==> src/rtl/alarm_clock_if.sv <==
// Control inputs and display outputs of the alarm clock, bundled for the
// bench (master) and the clock itself (slave).
interface alarm_clock_if;
   logic       i_run;
   logic [1:0] i_sel;
   logic       i_tgt;
   logic       i_plus;
   logic       i_minus;
   logic       i_alarm_en;
   logic       i_alarm_ack;
   logic [4:0] o_hours;
   logic [5:0] o_mins;
   logic [5:0] o_secs;
   logic [2:0] o_blank;
   logic       o_ring;
   logic       o_tick_1hz;

   modport master (
      output i_run, i_sel, i_tgt, i_plus, i_minus, i_alarm_en, i_alarm_ack,
      input  o_hours, o_mins, o_secs, o_blank, o_ring, o_tick_1hz
   );

   modport slave (
      input  i_run, i_sel, i_tgt, i_plus, i_minus, i_alarm_en, i_alarm_ack,
      output o_hours, o_mins, o_secs, o_blank, o_ring, o_tick_1hz
   );
endinterface

==> src/rtl/alarm_clock.sv <==
// 24h time-of-day clock with an hours:mins alarm, per-field editing,
// a timed ring state machine and flash blanking of edited/ringing fields.
module alarm_clock #(
   parameter int CLK_FREQ  = 50_000_000,
   parameter int FRE       = 2,
   parameter int DC        = 80,
   parameter int RING_SECS = 60
) (
   input  logic         i_clk,
   input  logic         i_reset,
   alarm_clock_if.slave bus
);
   localparam int FLASH_P = CLK_FREQ / FRE;
   localparam int PW      = (CLK_FREQ > 1) ? $clog2(CLK_FREQ) : 1;
   localparam int FW      = (FLASH_P > 1) ? $clog2(FLASH_P) : 1;
   localparam int RW      = (RING_SECS > 1) ? $clog2(RING_SECS) : 1;
   localparam longint FLASH_ON_L = (longint'(FLASH_P) * longint'(DC)) / 64'sd100;
   localparam logic [PW-1:0] PRESC_MAX = PW'(CLK_FREQ - 1);
   localparam logic [FW-1:0] FLASH_MAX = FW'(FLASH_P - 1);
   localparam logic [FW-1:0] FLASH_ON  = FW'(FLASH_ON_L);
   localparam logic [RW-1:0] RING_LAST = RW'(RING_SECS - 1);

   typedef enum logic {ST_IDLE = 1'b0, ST_RINGING = 1'b1} state_t;

   function automatic logic [5:0] f_step60(input logic [5:0] val, input logic up);
      logic [5:0] res;
      if (up) res = (val == 6'd59) ? 6'd0 : val + 6'd1;
      else    res = (val == 6'd0) ? 6'd59 : val - 6'd1;
      return res;
   endfunction

   function automatic logic [4:0] f_step24(input logic [4:0] val, input logic up);
      logic [4:0] res;
      if (up) res = (val == 5'd23) ? 5'd0 : val + 5'd1;
      else    res = (val == 5'd0) ? 5'd23 : val - 5'd1;
      return res;
   endfunction

   state_t        r_state, w_state_nx;
   logic [4:0]    r_hour, r_alm_hour, w_hour_nx, w_alm_hour_nx;
   logic [5:0]    r_min, r_sec, r_alm_min, w_min_nx, w_sec_nx, w_alm_min_nx;
   logic [PW-1:0] r_presc, w_presc_nx;
   logic [FW-1:0] r_flash, w_flash_nx;
   logic [RW-1:0] r_ring_cnt, w_ring_cnt_nx;
   logic [2:0]    r_blank, w_blank_nx;
   logic          r_tick;
   logic          w_count_en, w_tick, w_edit, w_edit_time, w_edit_alarm;
   logic          w_match, w_ring_timeout, w_flash_en, w_ring;

   assign w_count_en     = bus.i_run && (bus.i_sel == 2'b00);
   assign w_tick         = w_count_en && (r_presc == PRESC_MAX);
   assign w_edit         = (bus.i_sel != 2'b00) && (bus.i_plus ^ bus.i_minus);
   assign w_edit_time    = w_edit && !bus.i_tgt;
   assign w_edit_alarm   = w_edit && bus.i_tgt;
   assign w_ring_timeout = w_tick && (r_ring_cnt == RING_LAST);
   // Only a counting tick can raise a match, so edits onto the alarm time stay silent.
   assign w_match        = w_tick && bus.i_alarm_en && (w_sec_nx == 6'd0) &&
                           (w_min_nx == r_alm_min) && (w_hour_nx == r_alm_hour);

   // Next time of day: a tick carries through all fields, an edit touches one field.
   always_comb begin
      w_sec_nx  = r_sec;
      w_min_nx  = r_min;
      w_hour_nx = r_hour;
      if (w_tick) begin
         w_sec_nx = f_step60(r_sec, 1'b1);
         if (r_sec == 6'd59) begin
            w_min_nx = f_step60(r_min, 1'b1);
            if (r_min == 6'd59) begin
               w_hour_nx = f_step24(r_hour, 1'b1);
            end else begin
               w_hour_nx = r_hour;
            end
         end else begin
            w_min_nx = r_min;
         end
      end else if (w_edit_time) begin
         case (bus.i_sel)
            2'b01:   w_sec_nx  = f_step60(r_sec, bus.i_plus);
            2'b10:   w_min_nx  = f_step60(r_min, bus.i_plus);
            2'b11:   w_hour_nx = f_step24(r_hour, bus.i_plus);
            default: w_sec_nx  = r_sec;
         endcase
      end else begin
         w_sec_nx = r_sec;
      end
   end

   // Next alarm setting and prescaler value.
   always_comb begin
      w_alm_min_nx  = r_alm_min;
      w_alm_hour_nx = r_alm_hour;
      w_presc_nx    = r_presc;
      if (w_edit_alarm) begin
         case (bus.i_sel)
            2'b10:   w_alm_min_nx  = f_step60(r_alm_min, bus.i_plus);
            2'b11:   w_alm_hour_nx = f_step24(r_alm_hour, bus.i_plus);
            default: w_alm_min_nx  = r_alm_min;
         endcase
      end else begin
         w_alm_min_nx = r_alm_min;
      end
      if (w_edit_time) begin
         w_presc_nx = {PW{1'b0}};
      end else if (w_count_en) begin
         w_presc_nx = w_tick ? {PW{1'b0}} : r_presc + PW'(1);
      end else begin
         w_presc_nx = r_presc;
      end
   end

   // Ring FSM state register.
   always_ff @(posedge i_clk) begin
      if (i_reset) r_state <= ST_IDLE;
      else         r_state <= w_state_nx;
   end

   // Ring FSM next state; acknowledge beats a coincident match.
   always_comb begin
      w_state_nx = r_state;
      case (r_state)
         ST_IDLE: begin
            if (w_match && !bus.i_alarm_ack) w_state_nx = ST_RINGING;
            else                             w_state_nx = ST_IDLE;
         end
         ST_RINGING: begin
            if (bus.i_alarm_ack || !bus.i_alarm_en || w_ring_timeout) w_state_nx = ST_IDLE;
            else                                                      w_state_nx = ST_RINGING;
         end
         default: w_state_nx = ST_IDLE;
      endcase
   end

   // Ring FSM outputs.
   always_comb begin
      w_ring = 1'b0;
      case (r_state)
         ST_RINGING: w_ring = 1'b1;
         ST_IDLE:    w_ring = 1'b0;
         default:    w_ring = 1'b0;
      endcase
   end

   // Ring-duration counter, flash phase counter and the blank mask they drive.
   always_comb begin
      w_ring_cnt_nx = {RW{1'b0}};
      w_flash_nx    = {FW{1'b0}};
      w_blank_nx    = 3'b000;
      if ((r_state == ST_RINGING) && (w_state_nx == ST_RINGING)) begin
         w_ring_cnt_nx = w_tick ? r_ring_cnt + RW'(1) : r_ring_cnt;
      end else begin
         w_ring_cnt_nx = {RW{1'b0}};
      end
      w_flash_en = (bus.i_sel != 2'b00) || (r_state == ST_RINGING);
      if (!w_flash_en || (r_flash == FLASH_MAX)) begin
         w_flash_nx = {FW{1'b0}};
      end else begin
         w_flash_nx = r_flash + FW'(1);
      end
      // Mode follows the next state so blanking drops on the same edge ringing ends.
      if (r_flash < FLASH_ON) begin
         w_blank_nx = 3'b000;
      end else if (bus.i_sel != 2'b00) begin
         case (bus.i_sel)
            2'b01:   w_blank_nx = 3'b001;
            2'b10:   w_blank_nx = 3'b010;
            2'b11:   w_blank_nx = 3'b100;
            default: w_blank_nx = 3'b000;
         endcase
      end else if (w_state_nx == ST_RINGING) begin
         w_blank_nx = 3'b111;
      end else begin
         w_blank_nx = 3'b000;
      end
   end

   // Datapath registers.
   always_ff @(posedge i_clk) begin
      if (i_reset) begin
         r_sec      <= 6'd0;
         r_min      <= 6'd0;
         r_hour     <= 5'd0;
         r_alm_min  <= 6'd0;
         r_alm_hour <= 5'd0;
         r_presc    <= {PW{1'b0}};
         r_flash    <= {FW{1'b0}};
         r_ring_cnt <= {RW{1'b0}};
         r_blank    <= 3'b000;
         r_tick     <= 1'b0;
      end else begin
         r_sec      <= w_sec_nx;
         r_min      <= w_min_nx;
         r_hour     <= w_hour_nx;
         r_alm_min  <= w_alm_min_nx;
         r_alm_hour <= w_alm_hour_nx;
         r_presc    <= w_presc_nx;
         r_flash    <= w_flash_nx;
         r_ring_cnt <= w_ring_cnt_nx;
         r_blank    <= w_blank_nx;
         r_tick     <= w_tick;
      end
   end

   assign bus.o_hours    = bus.i_tgt ? r_alm_hour : r_hour;
   assign bus.o_mins     = bus.i_tgt ? r_alm_min  : r_min;
   assign bus.o_secs     = bus.i_tgt ? 6'd0       : r_sec;
   assign bus.o_blank    = r_blank;
   assign bus.o_ring     = w_ring;
   assign bus.o_tick_1hz = r_tick;
endmodule

==> src/flat_wrapper.sv <==
// flat-port wrapper written by rule: the top's interface ports become plain ports
module alarm_clock_flat 
#(
   parameter int CLK_FREQ  = 50_000_000,
   parameter int FRE       = 2,
   parameter int DC        = 80,
   parameter int RING_SECS = 60
)
  (i_clk, i_reset, bus_i_run, bus_i_sel, bus_i_tgt, bus_i_plus, bus_i_minus, bus_i_alarm_en, bus_i_alarm_ack, bus_o_hours, bus_o_mins, bus_o_secs, bus_o_blank, bus_o_ring, bus_o_tick_1hz);
  alarm_clock_if bus_i ();
  input  logic i_clk;
  input  logic i_reset;
  input wire logic [$bits(bus_i.i_run)-1:0] bus_i_run;
  input wire logic [$bits(bus_i.i_sel)-1:0] bus_i_sel;
  input wire logic [$bits(bus_i.i_tgt)-1:0] bus_i_tgt;
  input wire logic [$bits(bus_i.i_plus)-1:0] bus_i_plus;
  input wire logic [$bits(bus_i.i_minus)-1:0] bus_i_minus;
  input wire logic [$bits(bus_i.i_alarm_en)-1:0] bus_i_alarm_en;
  input wire logic [$bits(bus_i.i_alarm_ack)-1:0] bus_i_alarm_ack;
  output wire logic [$bits(bus_i.o_hours)-1:0] bus_o_hours;
  output wire logic [$bits(bus_i.o_mins)-1:0] bus_o_mins;
  output wire logic [$bits(bus_i.o_secs)-1:0] bus_o_secs;
  output wire logic [$bits(bus_i.o_blank)-1:0] bus_o_blank;
  output wire logic [$bits(bus_i.o_ring)-1:0] bus_o_ring;
  output wire logic [$bits(bus_i.o_tick_1hz)-1:0] bus_o_tick_1hz;
  assign bus_i.i_run = bus_i_run;
  assign bus_i.i_sel = bus_i_sel;
  assign bus_i.i_tgt = bus_i_tgt;
  assign bus_i.i_plus = bus_i_plus;
  assign bus_i.i_minus = bus_i_minus;
  assign bus_i.i_alarm_en = bus_i_alarm_en;
  assign bus_i.i_alarm_ack = bus_i_alarm_ack;
  assign bus_o_hours = bus_i.o_hours;
  assign bus_o_mins = bus_i.o_mins;
  assign bus_o_secs = bus_i.o_secs;
  assign bus_o_blank = bus_i.o_blank;
  assign bus_o_ring = bus_i.o_ring;
  assign bus_o_tick_1hz = bus_i.o_tick_1hz;
  alarm_clock #(.CLK_FREQ(CLK_FREQ), .FRE(FRE), .DC(DC), .RING_SECS(RING_SECS)) u_core (.i_clk(i_clk), .i_reset(i_reset), .bus(bus_i));
endmodule
==> config.mk <==
export PLATFORM = sky130hd
export DESIGN_NAME = alarm_clock_flat
export DESIGN_NICKNAME = d
export VERILOG_FILES = /design/src/rtl/alarm_clock_if.sv /design/src/rtl/alarm_clock.sv /design/src/flat_wrapper.sv
export SDC_FILE = /design/constraint.sdc
export NUM_CORES = 1
export LEC_CHECK = 0
export CAP_MARGIN = 0
export CORE_MARGIN = 2
export CORE_UTILIZATION = 48
export CTS_BUF_LIST = sky130_fd_sc_hd__clkbuf_8
export DETAILED_ROUTE_END_ITERATION = 16
export HOLD_SLACK_MARGIN = 0.03
export PLACE_DENSITY = 0.66
export SYNTH_ARGS = -nofsm -noshare
export SYNTH_HDL_FRONTEND = slang
export SYNTH_SLANG_ARGS = --single-unit
==> constraint.sdc <==
create_clock -name i_clk -period 3.55 [get_ports i_clk]
set_clock_uncertainty 0.15 [all_clocks]
set_input_delay 0.355 -clock i_clk [delete_from_list [all_inputs] [get_ports i_clk]]
set_output_delay 0.355 -clock i_clk [all_outputs]
set_load 0.005 [all_outputs]
==> results.toml, run 1 <==
[detailed_routing]
vias = 6052
wl_mm = 17.4
drt-vias-per-instance = 6.00
dr.pass1.iters = 5
ant_nets = 0
drc_errors = 0
wl_per_cell_um = 17.2
dr.first_iter.drc_count = 538

[power_and_ir_drop]
power_leakage_nw = 2.44
powerDensity_nw_per_um2 = 314
vdd_ir_drop_max_mv = 0.147

[final_layout]
layout-drive-gt1-share_pct = 9.92
fin_nets = 858
diodes = 0
area_growth_pct = 13.4
final_core_util_pct = 55.3

[floorplan]
io_pins = 32
start_util_pct = 48.7
coreArea_um2 = 12500
die_w_um = 117
rows = 41
die_h_um = 117
die_area_um2 = 13600

[critical_path]
start_kind = "flop"
r2r_cells = 10
critPathCaptureType = "flop"
crit_type = "reg2reg"
cp-startpoint = "u_core.r_min[0]"
path_max_fanout = 8
rr_startpoint = "u_core.r_min[0]"
required_ns = 3.69
reg2reg_to = "u_core.bus.o_blank[0]"
cp.arrival_ns = 3.41
r2r_slack_ns = 0.28

[clock_tree]
cts_htree_levels = 3
clkSinkCount = 90
cts_made_buffers = 9
worstSkewPairLatency_ns = 0.39
cts_tree = "done"
clock_path_buffers = 2
cts_root_buf = "clkbuf_8"
holdBufCountCts = 0
post-cts-setup-buffers = 0
clk_pin_slew_ns = 0.09

[global_route]
globalRouteOverflowTotal = 0
first_global_vias = 5572
grt_usage_pct = 26.1
antenna_found_initial = 0
grt_pass1_wl_mm = 27.9
grt_max_degree = 31

[placement]
portBuffers = 31
routabilityCongestion = 0.982
hpwl_mm = 12.8

[timing]
hold_viol_final = 0
max_freq_mhz = 306
rsz0062_at_grt = "false"
worstMarginPinSlew_ns = 0.556
finalCritPeriodShare_pct = 92.1
setup_viol = 0
slew_viol_final = 0
min_period_ns = 3.27
fin_tns_setup_ns = 0
max-slew-margin-rel_pct = 62.6

[run_status]
status = "complete, no violations"

[worst_hold_path]
hold_path_depth = 1
min_from = "u_core.r_flash[0]"
min_to = "u_core.r_flash[0]"
hold_path_class = "reg2reg"

[synthesis]
synthesis.nets = 826
synth_top_area_share_pct = 29.5
avgSynthCellArea_um2 = 7.62
yosys_register_bits = 90
synthArstFlopShare_pct = 0
synthCells = 800
synth_area_leaders = "dfxtp_1 (30%), nor2_1 (6.8%), xor2_1 (5.3%)"
yosysUniqueCellTypes = 82
yosys_warnings = 0
ys.flop_type = "dfxtp_1"
syn_area_um2 = 6100
ys_seq_area_share_pct = 29.5
synth_enable_flop_cells = 0
yosysMostFrequentCell = "nor2_1"
yosysTopAreaCell = "dfxtp_1"
netlist_top_cells_count = "nor2_1 (111), dfxtp_1 (90), nand2_1 (66)"

[run]
max-cap-violations = 0
[cell usage in the layout, fill, tap and decap left out, types with 5 or more instances in the layout]
| master | instances |
|---|---|
| nor2_1 | 111 |
| dfxtp_1 | 90 |
| nand2_1 | 66 |
| nand3_1 | 48 |
| buf_4 | 38 |
| xor2_1 | 37 |
| a21oi_1 | 37 |
| o21ai_0 | 33 |
| nor3_1 | 32 |
| clkdlybuf4s50_1 | 31 |
| xnor2_1 | 25 |
| inv_1 | 24 |
| nand4_1 | 21 |
| and3_1 | 18 |
| ha_1 | 16 |
| nor2b_1 | 15 |
| o31ai_1 | 11 |
| a211oi_1 | 11 |
| a31oi_1 | 10 |
| or3_1 | 10 |
| mux2_2 | 9 |
| o211ai_1 | 9 |
| clkbuf_8 | 9 |
| nand2b_1 | 8 |
| a311oi_1 | 8 |
| nor4_1 | 7 |
| nor3b_1 | 5 |
| and4_1 | 5 |
| and2_1 | 5 |
[critical path, stage by stage (launching register included)]
cell       delay, ns
dfxtp_1         0.41
ha_1            0.29
nand4b_4        0.14
or2_0           0.39
nor2_1          0.13
buf_4           0.17
a311oi_1        0.39
nand4_1         0.18
a2111oi_2       0.38
nand4_2         0.21
a311oi_1        0.32
[what timing repair did]
item | CTS | global route
hold endpoints to repair | 0 | 0
endpoints found under the setup margin | 0 | 1
resized for setup | 0 | 1
[how the worst max path moves through the flow]
stage / to / cells after the start
floorplan: u_core.bus.o_blank[0] / 10
global placement: u_core.bus.o_blank[0] / 11
detailed placement: u_core.bus.o_blank[0] / 10
CTS: u_core.bus.o_blank[0] / 9
global route: u_core.bus.o_blank[0] / 9
finish: u_core.bus.o_blank[0] / 10
[report_power, final]
part | switching (mW) | leakage [nW] | internal (mW) | total (mW)
clock | 0.414 | 0.116 | 0.404 | 0.818
sequential | 0.0297 | 0.727 | 1.02 | 1.05
combinational | 0.175 | 1.60 | 0.127 | 0.302
[registers in the layout, indices dropped and copies added (netlist names)]
register               flops
u_core.bus.o_blank         3
u_core.bus.o_tick_1hz      1
u_core.r_alm_hour          5
u_core.r_alm_min           6
u_core.r_flash            25
u_core.r_hour              5
u_core.r_min               6
u_core.r_presc            26
u_core.r_ring_cnt          6
u_core.r_sec               6
u_core.r_state             1
[metal layers]
layer / part of all wire (%) / vias to the layer above / track usage (%) / routed length (um)
li1: - / 2949 / - / -
met1: 45 / 2840 / 34.7 / 7790
met2: 46 / 219 / 41.7 / 7930
met3: 5.9 / 44 / 3.74 / 1020
met4: 3.6 / 0 / 12.6 / 620
met5: 0 / - / 0 / 0
[kinds of logic (layout without fill, tap and decap cells)]
logic type	after synthesis	count (layout)	share of synthesized area (%)
AOI/OAI and AO/OA	161	161	18.0
xor gates and xnor gates	64	64	9.44
adders and majority gates	16	16	3.28
buffers and inverters	72	109	5.01
DFF	90	90	29.5
muxes	10	10	1.83
and+or+nand+nor	387	387	32.9
[area by class of cell]
class / count / area (um^2)
Clock inverter: 7 / 98.8
Timing Repair Buffer: 69 / 596
Multi-Input combinational cell: 638 / 3990
Clock buffer: 9 / 124
Fill cell: 1243 / 5600
Tap cell: 172 / 215
Inverter: 24 / 90.1
Sequential cell: 90 / 1800
[through the flow]
stage | instances | setup slack, ns | total power, mW | area (um^2) | hold WS, ns
2_1_floorplan | 800 | 0.776 | 1.27 | 6100 | 0.288
3_3_place_gp | 993 | 0.234 | 1.37 | 6690 | 0.305
3_5_place_dp | 993 | 0.148 | 1.37 | 6690 | 0.313
4_1_cts | 1009 | 0.303 | 2.19 | 6920 | 0.332
5_1_grt | 1009 | 0.0376 | 2.25 | 6920 | 0.353
6_report | 1009 | 0.282 | 2.17 | 6920 | 0.329
Note: power is estimated with default switching activity, not from simulation.
==> run 2, diff against run 1 <==
SLEW_MARGIN = 20   (was default)
==> results of run 2 <==
Same layout as run 1: the final DEF is identical, and so are final timing and power.
==> run 3, diff against run 2 <==
SLEW_MARGIN = default   (was 20)
clock period = 3.4 ns   (was 3.55 ns; I/O delays follow)
==> run 3 against run 2 <==
Compared with the run above: fmax increased by 1.6%; largest cell class unchanged; routed wire length grew 1.9%; cell area increased by 0.85%; critical endpoint is now u_core.bus.o_blank[2]; first-iteration DRC count fell by 11%; sequential share of layout area decreased by 0.22 points.
==> results.toml, run 3 (synthesized netlist as in run 1, its figures left out) <==
[run_status]
status = "complete, no violations"

[timing]
setup_viol = 0
max_freq_mhz = 311
finalCritPeriodShare_pct = 94.6
slew_viol_final = 0
rsz0062_at_grt = "false"
min_period_ns = 3.22
max-slew-margin-rel_pct = 60.5
whs_ns = 0.330
worstMarginPinSlew_ns = 0.587
fin_tns_setup_ns = 0
hold_viol_final = 0
timing.final.ws_setup_ns = 0.182

[detailed_routing]
ant_nets = 0
wl_mm = 17.7
dr.first_iter.drc_count = 477
drc_errors = 0
dr.pass1.iters = 5
wl_met2_mm = 8.18
dr.max_layer_used = "met4"
wl_per_cell_um = 17.4
wl_met3_um = 989
m1WireLength_mm = 7.91
drt-vias-per-instance = 5.97
vias = 6076

[clock_tree]
worstSkewPairLatency_ns = 0.39
cts_made_buffers = 9
clock_path_buffers = 2
clkSinkCount = 90
cts_root_buf = "clkbuf_8"
cts_tree = "done"
cts_htree_levels = 3
clk_pin_slew_ns = 0.10

[global_route]
globalRouteOverflowTotal = 0
first_global_vias = 5584
grt_pass1_wl_mm = 28.4
grt_max_degree = 30
antenna_found_initial = 0
grt_usage_pct = 26.8

[final_layout]
area_growth_pct = 14.4
largest_reg_flops = 26
final_cell_mix = "nor2_1 (111), dfxtp_1 (90), nand2_1 (66), nand3_1 (47), buf_4 (47)"
fin_nets = 867
layout_commonest_cell = "nor2_1"
diodes = 0
largestRegisters = "u_core.r_presc: 26 flops, u_core.r_flash: 25 flops"
layout-drive-gt1-share_pct = 11.0
largest-register = "u_core.r_presc"

[critical_path]
critPathBufInv = 2
crit_type = "reg2reg"
critPathTopFamily = "simple AND/OR/NAND/NOR gates"
crit_cells = 11
cp.arrival_ns = 3.39
required_ns = 3.57
slowest_delay_ns = 0.44
path_common_cell = "buf_4"
cp_slowest_cell = "a2111oi_4"
critPathCaptureType = "flop"
r2r_cells = 11
start_kind = "flop"
path_max_fanout = 8
crit_chain = "ha_1 > nor2b_1 > nand3_2 > buf_4 > nor3_2 > or3_1 > nand4_1 > a2111oi_4 > nand4_2 > buf_4 > a31oi_1"

[run]
max-cap-violations = 0

[worst_hold_path]
hold_path_class = "reg2reg"
hold_path_depth = 2

[power_and_ir_drop]
power_leakage_nw = 2.46
powerDensity_nw_per_um2 = 316
vdd_ir_drop_max_mv = 0.161

[floorplan]
rows = 41
io_pins = 32
die_area_um2 = 13600
start_util_pct = 48.7
coreArea_um2 = 12500
die_h_um = 117
die_w_um = 117

[placement]
dp_slack_ns = 0.0697
hpwl_mm = 13.0
routabilityCongestion = 1.01
portBuffers = 31
-- run 3: per-layer routing --
metal / track usage, % / vias up
met2: 43.2 / 213
met5: 0 / -
met1: 34.8 / 2865
met4: 12.5 / 0
met3: 4.72 / 50
li1: - / 2948
-- run 3: area by class of cell --
type	count	area, um^2
clock buffer	9	124
clock inverter	7	86.3
fill	1236	5540
inverter	24	90.1
multi-input combinational	638	4000
sequential	90	1800
tap	172	215
timing repair buffer	78	663
-- run 3: tightest hold or removal path: cells and delay by family (launching register included) --
kind	cells	cell delay (ns)
flip-flops	1	0.34
AND/OR/NAND/NOR	1	0.06
AO/OA/AOI/OAI	1	0.05
-- run 3: through the flow --
step / cell area [um^2] / total power [mW] / util [%] / cells
after floorplan: 6100 / 1.32 / - / 800
after global placement: 6750 / 1.43 / 53.9 / 1000
after detailed placement: 6750 / 1.43 / 53.9 / 1000
after CTS: 6960 / 2.22 / 55.6 / 1016
after global routing: 6980 / 2.31 / 55.7 / 1018
final: 6980 / 2.21 / 55.7 / 1018
-- run 3: power by group --
| group | leakage, nW | switching (mW) | total (mW) | internal, mW |
|---|---|---|---|---|
| clock network | 0.0952 | 0.439 | 0.789 | 0.350 |
| registers | 0.727 | 0.0283 | 1.10 | 1.07 |
| logic | 1.64 | 0.186 | 0.321 | 0.135 |
-- run 3: worst paths after layout --
path / startpoint / endpoint / slack [ns]
worst max register to register: u_core.r_sec[1] / u_core.bus.o_blank[2] / 0.18
worst min register to register: u_core.r_ring_cnt[1] / u_core.r_ring_cnt[1] / 0.33
worst max-delay path: u_core.r_sec[1] / u_core.bus.o_blank[2] / 0.18
worst min-delay path: u_core.r_ring_cnt[1] / u_core.r_ring_cnt[1] / 0.33
-- run 3: repair_timing --
action,CTS,global route
hold buffers,0,0
resized for setup,0,1
buffers inserted,0,2
setup endpoints to repair,0,4
